--- config.mk ---
export PLATFORM = sky130hd
export DESIGN_NAME = multicycle_alu
export DESIGN_NICKNAME = d
export VERILOG_FILES = /design/src/rtl/multicycle_alu.sv
export SDC_FILE = /design/constraint.sdc
export NUM_CORES = 1
export LEC_CHECK = 0
export CAP_MARGIN = 20
export CORE_ASPECT_RATIO = 0.75
export CORE_MARGIN = 4
export CORE_UTILIZATION = 45
export CTS_CLUSTER_SIZE = 16
export DETAILED_ROUTE_END_ITERATION = 12
export PLACE_DENSITY = 0.75
export SYNTH_ARGS = -nofsm -noshare
export SYNTH_HDL_FRONTEND = slang
export SYNTH_SLANG_ARGS = --single-unit
--- constraint.sdc ---
create_clock -name CLK -period 2.9 [get_ports CLK]
set_input_delay 0.725 -clock CLK [delete_from_list [all_inputs] [get_ports CLK]]
set_output_delay 0.725 -clock CLK [all_outputs]
set_load 0.02 [all_outputs]
--- src/rtl/multicycle_alu.sv ---
// Multi-cycle ALU: FORWARD/ADD/AND/OR/SUB in one cycle, optional shift-add MUL over WIDTH cycles.
// Latency: 1 cycle after acceptance for single-cycle ops, WIDTH+1 cycles for MUL.
// Backpressure: one operation in flight; IN_READY only in IDLE, result held in DONE until OUT_READY.
// Optional feature macro: MULTICYCLE_ALU_MUL_EN enables the multiplier (SELECT=101); otherwise 101 is reserved.
module multicycle_alu #(
    parameter int WIDTH = 8
) (
    input  logic             CLK,
    input  logic             RESET,
    input  logic [WIDTH-1:0] DATA1,
    input  logic [WIDTH-1:0] DATA2,
    input  logic [2:0]       SELECT,
    input  logic             IN_VALID,
    output logic             IN_READY,
    output logic [WIDTH-1:0] RESULT,
    output logic             CARRY,
    output logic             ZERO,
    output logic             ILLEGAL,
    output logic             OUT_VALID,
    input  logic             OUT_READY
);

    typedef enum logic [1:0] {
        S_IDLE = 2'd0,
        S_BUSY = 2'd1,
        S_DONE = 2'd2
    } state_t;

    state_t state_q, state_d;

    logic [WIDTH-1:0] result_q;
    logic             carry_q;
    logic             zero_q;
    logic             illegal_q;

    logic             accept;
    logic             start_mul;
    logic [WIDTH:0]   sum_ext;
    logic [WIDTH-1:0] alu_res;
    logic             alu_carry;
    logic             alu_illegal;

`ifdef MULTICYCLE_ALU_MUL_EN
    localparam int CW = $clog2(WIDTH);
    localparam logic [CW-1:0] CNT_LAST = CW'(WIDTH - 1);

    // prod_q holds {partial high half, remaining multiplier bits}
    logic [2*WIDTH-1:0] prod_q;
    logic [2*WIDTH-1:0] prod_step;
    logic [WIDTH-1:0]   mcand_q;
    logic [CW-1:0]      cnt_q;
    logic [WIDTH:0]     hi_sum;
    logic               mul_last;

    // One shift-add step: add multiplicand to the high half if the current multiplier bit is set, then shift right
    always_comb begin
        hi_sum    = {1'b0, prod_q[2*WIDTH-1:WIDTH]} + (prod_q[0] ? {1'b0, mcand_q} : '0);
        prod_step = {hi_sum, prod_q[WIDTH-1:1]};
    end

    assign start_mul = (SELECT == 3'b101);
    assign mul_last  = (cnt_q == CNT_LAST);
`else
    assign start_mul = 1'b0;
`endif

    assign accept  = IN_VALID & IN_READY;
    assign sum_ext = {1'b0, DATA1} + {1'b0, DATA2};

    // Single-cycle operation results, computed from the live inputs and captured on acceptance
    always_comb begin
        alu_res     = DATA2;
        alu_carry   = 1'b0;
        alu_illegal = 1'b0;
        case (SELECT)
            3'b000: alu_res = DATA2;
            3'b001: begin
                alu_res   = sum_ext[WIDTH-1:0];
                alu_carry = sum_ext[WIDTH];
            end
            3'b010: alu_res = DATA1 & DATA2;
            3'b011: alu_res = DATA1 | DATA2;
            3'b100: begin
                alu_res   = DATA1 - DATA2;
                alu_carry = (DATA1 >= DATA2);
            end
`ifdef MULTICYCLE_ALU_MUL_EN
            3'b101: alu_res = DATA2;
`endif
            default: begin
                alu_res     = DATA2;
                alu_illegal = 1'b1;
            end
        endcase
    end

    // State register
    always_ff @(posedge CLK or posedge RESET) begin
        if (RESET) state_q <= S_IDLE;
        else       state_q <= state_d;
    end

    // Next-state logic; a DONE->IDLE edge never accepts a request because IN_READY is low in DONE
    always_comb begin
        state_d = state_q;
        case (state_q)
            S_IDLE: if (accept) state_d = start_mul ? S_BUSY : S_DONE;
`ifdef MULTICYCLE_ALU_MUL_EN
            S_BUSY: if (mul_last) state_d = S_DONE;
`endif
            S_DONE: if (OUT_READY) state_d = S_IDLE;
            default: state_d = S_IDLE;
        endcase
    end

    // Handshake outputs decoded from the current state
    always_comb begin
        IN_READY  = (state_q == S_IDLE) & ~RESET;
        OUT_VALID = (state_q == S_DONE);
    end

    // Result/flag registers: written on single-cycle acceptance or on the last multiply step, otherwise held
    always_ff @(posedge CLK or posedge RESET) begin
        if (RESET) begin
            result_q  <= '0;
            carry_q   <= 1'b0;
            zero_q    <= 1'b0;
            illegal_q <= 1'b0;
        end else begin
            if (state_q == S_IDLE && accept && !start_mul) begin
                result_q  <= alu_res;
                carry_q   <= alu_carry;
                zero_q    <= (alu_res == '0);
                illegal_q <= alu_illegal;
            end
`ifdef MULTICYCLE_ALU_MUL_EN
            else if (state_q == S_BUSY && mul_last) begin
                result_q  <= prod_step[WIDTH-1:0];
                carry_q   <= |prod_step[2*WIDTH-1:WIDTH];
                zero_q    <= (prod_step[WIDTH-1:0] == '0);
                illegal_q <= 1'b0;
            end
`endif
        end
    end

`ifdef MULTICYCLE_ALU_MUL_EN
    // Multiplier accumulator and step counter; loaded on MUL acceptance, stepped once per BUSY cycle
    always_ff @(posedge CLK or posedge RESET) begin
        if (RESET) begin
            prod_q  <= '0;
            mcand_q <= '0;
            cnt_q   <= '0;
        end else if (state_q == S_IDLE && accept && start_mul) begin
            prod_q  <= {{WIDTH{1'b0}}, DATA1};
            mcand_q <= DATA2;
            cnt_q   <= '0;
        end else if (state_q == S_BUSY) begin
            prod_q  <= prod_step;
            cnt_q   <= cnt_q + CW'(1);
        end
    end
`endif

    assign RESULT  = result_q;
    assign CARRY   = carry_q;
    assign ZERO    = zero_q;
    assign ILLEGAL = illegal_q;

endmodule

Word-level counts from Yosys, hierarchy flattened
Index checks and enable logic that the tools add are counted.
- register bits: 13
- bits of input ports: 23
- output and inout port bits: 13
- logic and storage cells: 32
- $add $sub $neg: 2
- $lt $le $gt $ge: 1
- equal/unequal tests: 7
- mux-type cells: 6
- bitwise logic cells: 5
- reductions and logical operators: 6
- operators with widths (kind ; count):
    $pmux 8 s4 ; 1
    $add 8x8->9 ; 1
    $and 8x8->8 ; 1
    $ge 8x8->1 ; 1
    $logic_not 8->1 ; 1
    $or 8x8->8 ; 1
    $sub 8x8->8 ; 1
    $eq 3x2->1 const B ; 2
    $reduce_or 5->1 ; 1
    $mux 2 ; 2
    $pmux 2 s2 ; 1
    $eq 3x1->1 const B ; 1
    $eq 3x3->1 const B ; 1
    $logic_not 3->1 ; 1
    $and 1x1->1 ; 2
    $eq 2x2->1 const B ; 1
    $logic_not 2->1 ; 1
    $ne 2x1->1 const B ; 1
    $ne 2x2->1 const B ; 1
    $pmux 1 s2 ; 1
    $reduce_and 2->1 ; 1
    $logic_and 1x1->1 ; 1
    $mux 1 ; 1
    $not 1->1 ; 1

Depth between registers and ports, before layout
- word-level depth: 5
- gate-level depth with buffers: 10
- gate-level depth less buffers: 10

Worst setup path after synthesis
Ideal clock, no wire load.
- path kind: input -> register
- start point: input port DATA1[1]
- end point: register zero_q, in the netlist ZERO
- library setup time: 66 ps
- arrival: 2527 ps
- required time: 2834 ps
- setup slack: 307 ps
- stages on the path: 9
- path buffers: 0
- cell sequence: inv_1 > ha_1 > a21oi_1 > o21bai_2 > a2111o_1 > a31o_1 > a32o_1 > nor3_1 > a32o_2
- longest elaborated chain between the ends: 3
- elaborated cells between the ends (all ways): 6
- those cells by class: add/sub: 2; mux: 1; bitwise: 2; reduce/logical: 1
- ends and longest elaborated chain (element ; line ; RTL):
    start: declaration ; 10 ; input logic [WIDTH-1:0] DATA1,
    $sub 8x8->8 (tied with other cells) ; 84 ; alu_res = DATA1 - DATA2;
    $pmux 8 s4 (*) ; 75 ; case (SELECT)
    $logic_not 8->1 (*) ; 133 ; zero_q <= (alu_res == '0);
    end signal: assignment ; 133 ;
    end: declaration ; 33 ; logic zero_q;
Mark *: on every way between the ends. The rest lies on a longest branch, timed or not.
A chain may end at the register's enable or synchronous reset.

Worst setup path in the final report
- start point: input port DATA2[4]
- end point: register zero_q, in the netlist ZERO
- longest elaborated chain between the ends: 3
- elaborated cells between the ends (all ways): 6
- those cells by class: add/sub: 2; mux: 1; bitwise: 2; reduce/logical: 1
- ends and longest elaborated chain (element ; line ; RTL):
    start: declaration ; 11 ; input logic [WIDTH-1:0] DATA2,
    $sub 8x8->8 (tied with other cells) ; 84 ;
    $pmux 8 s4 (*) ; 75 ;
    $logic_not 8->1 (*) ; 133 ;
Marked as above.

==> impl_metrics.env <==
export IMPL_status="finished, final reports clean"
export IMPL_power_density_nw_per_um2=359
export IMPL_wl_met1_um=2210
export IMPL_synth_edf_count=0
export IMPL_worstPathMaxFanout=4
export IMPL_grt_pass1_vias=1823
export IMPL_grt_overflow=0
export IMPL_stdcell_count=320
export IMPL_worst_slew_pin_slew_ps=485
export IMPL_cts_hold_buf=0
export IMPL_n_fill_cell=251
export IMPL_synthArstFlopShare_pct=100
export IMPL_hold_slack_ps=481
export IMPL_ant_nets=0
export IMPL_avgSynthCellArea_sq_um=7.85
export IMPL_yosys_warnings=0
export IMPL_critical_path_class="input pin to register"
export IMPL_reg2reg_slack_ps=1070
export IMPL_start_util_pct=47.7
export IMPL_max_slew_margin_pct=67.6
export IMPL_gp_congestion=0.988
export IMPL_antenna_found_initial=0
export IMPL_final_core_util_pct=74.1
export IMPL_critPathSlowestCell="clkdlybuf4s50_1"
export IMPL_reg2reg_to="ZERO"
export IMPL_period_minus_slack_ps=2840
export IMPL_wl_per_cell_um=15.4
export IMPL_endpoint_kind="register"
export IMPL_r2r_start="state_q[1]"
export IMPL_setup_violations=0
export IMPL_synth_cell_type_count=48
export IMPL_seq_area_frac_synth_pct=18.8
export IMPL_fp_coreArea_sq_um=3360
export IMPL_ys_ff_latch=12
export IMPL_cts_tree="built"
export IMPL_rsz0062_at_grt="false"
export IMPL_postSynthCellCount=204
export IMPL_yosys_most_used_dff="dfrtp_1"
export IMPL_synth_nets=255
export IMPL_crit_chain="clkdlybuf4s50_1 -> inv_1 -> ha_1 -> or3_4 -> o21ai_1 -> a22oi_1 -> o211ai_1 -> and4b_1 -> a32o_2"
export IMPL_cts_buffers=3
export IMPL_critPathMaxStageDelay_ps=490
export IMPL_drive_gt1_share_pct=28.9
export IMPL_dp_cells=315
export IMPL_netlist_area_sq_um=1600
export IMPL_htree_levels=1
export IMPL_fin_crit_sh_pct=97.8
export IMPL_drt_vias_per_instance=5.50
export IMPL_portBuffers=35
export IMPL_dp_hpwl_um=3830
export IMPL_drv_slew=0
export IMPL_drt_iter0_markers=114
export IMPL_total_power_uw=892
export IMPL_drc_errors=0
export IMPL_die_y_um=59.7
export IMPL_die_x_um=76.9
export IMPL_cts_root_buffer="clkbuf_8"
export IMPL_synthTopCellsByCount="ha_1 (26), o21ai_0 (23), inv_1 (22)"
export IMPL_ys_top_cells_by_area="ha_1 (20%), dfrtp_1 (19%), o21ai_0 (7.2%)"
export IMPL_grt_use_total_pct=22.9
export IMPL_yosys_cell_count_top_type="ha_1"
export IMPL_diodes=0
export IMPL_maxCapViolCount=0
export IMPL_yosysTopAreaCellShare_pct=20.3
export IMPL_nets=332
export IMPL_firstDrtPassIters=4
export IMPL_crit_start="DATA2[4]"
export IMPL_grt_first_pass_wirelength_um=8330
export IMPL_fmaxAchievable_mhz=352
export IMPL_syn_to_final_growth_pct=55.2
export IMPL_clock_sinks=12
export IMPL_clk_pin_slew_ps=60
export IMPL_peakVddDrop_mv=0.402
export IMPL_ioPinCount=36
export IMPL_die_area_sq_um=4590
export IMPL_cts_buffer_depth=2
export IMPL_ff2ff_path_depth=6
export IMPL_clk_latency_ps=240
export IMPL_leakagePower_nw=1.20
export IMPL_highest_layer="met4"
export IMPL_min_path_type="register to register"
export IMPL_grt_max_degree=16
export IMPL_fin_skew_ps=5.09
export IMPL_synth_top_area_cell="ha_1"
export IMPL_wl_um=4930
export IMPL_hold_start="ILLEGAL"
export IMPL_wl_met2_um=2320
export IMPL_crit_end="ZERO"
export IMPL_start_kind="input pin"
export IMPL_vias=1761
export IMPL_final_hold_viol_count=0
export IMPL_dp_slack_ps=-406
export IMPL_min_path_cells=2
export IMPL_cp_arrival_ps=2960
export IMPL_setup_slack_ps=62.9
export IMPL_cp_data_required_time_ps=3030
export IMPL_rows=18
export IMPL_wl_met3_um=339
==> what timing repair did <==
| item | in CTS | in global routing |
|---|---|---|
| endpoints found under the hold margin | 0 | 0 |
| setup buffers | 1 | 0 |
| pin swaps | 5 | 5 |
| setup endpoints to repair | 3 | 4 |
| gates resized for setup | 15 | 22 |
==> cells by family (layout without fill, tap and decap cells) <==
group                    after synthesis  after routing  share of synthesized area [%]
AO/OA/AOI/OAI                         69             69                           28.8
buffers and inverters                 33            109                           8.59
XOR/XNOR                               6              6                           3.28
AND/OR/NAND/NOR                       54             54                           16.4
flip-flops                            12             12                           18.8
adder cells (fa/ha/maj)               28             28                           22.8
multiplexers                           2              2                           1.33
==> where the power goes <==
group          leakage (nW)  internal [mW]  switching, mW
Sequential            0.148          0.202         0.0183
Combinational          1.03          0.244          0.242
Clock                0.0288          0.120         0.0654
==> per-layer routing <==
layer | vias up | GRT usage [%]
met1 | 818 | 30.3
met4 | 0 | 6.98
met5 | - | 0
li1 | 876 | -
met3 | 6 | 4.37
met2 | 61 | 38.5
==> worst max-delay path: cells and delay by family <==
kind / cells / cell delay, ps
AOI/OAI and AO/OA: 4 / 720
and+or+nand+nor: 2 / 650
buffers and inverters: 2 / 560
adders and majority gates: 1 / 300
==> worst min path at each step <==
stage                           end  slack [ps]
after floorplan               CARRY         590
after global placement    RESULT[3]         460
after detailed placement    ILLEGAL         470
after CTS                   ILLEGAL         480
after global routing      RESULT[2]         510
final                       ILLEGAL         480
==> cells in the final DEF (no fill, tap or decap), types with 4 or more instances in the layout <==
cell type	n
nor2b_1	4
xnor2_1	4
nand3_1	4
ha_4	4
inv_1	18
ha_1	20
inv_2	5
buf_4	45
clkbuf_8	4
nor2_1	8
clkdlybuf4s50_1	29
nand2_1	20
dfrtp_1	12
o21ai_0	21
a21oi_1	10
dlymetal6s2s_1	4
==> area by class of cell <==
class | count | area (sq um) | area share [%]
flip-flops and latches | 12 | 300 | 12.1
clock buffers | 4 | 55.1 | 2.21
well taps | 40 | 50.0 | 2.01
multi-input cells | 159 | 1280 | 51.5
inverters | 24 | 92.6 | 3.72
repair buffers | 81 | 707 | 28.4
==> flip-flops by register name (all words and copies together) (netlist names) <==
register,cells
RESULT,8
CARRY,1
ILLEGAL,1
ZERO,1
state_q,1
==> per-stage QoR <==
stage          area [sq um]  setup TNS (ps)
3_3_place_gp           2290           -1400
4_1_cts                2410               0
2_1_floorplan          1600               0
5_1_grt                2490               0
3_5_place_dp           2290           -1500
6_report               2490               0
No activity file was read; power rests on OpenSTA's default activity.
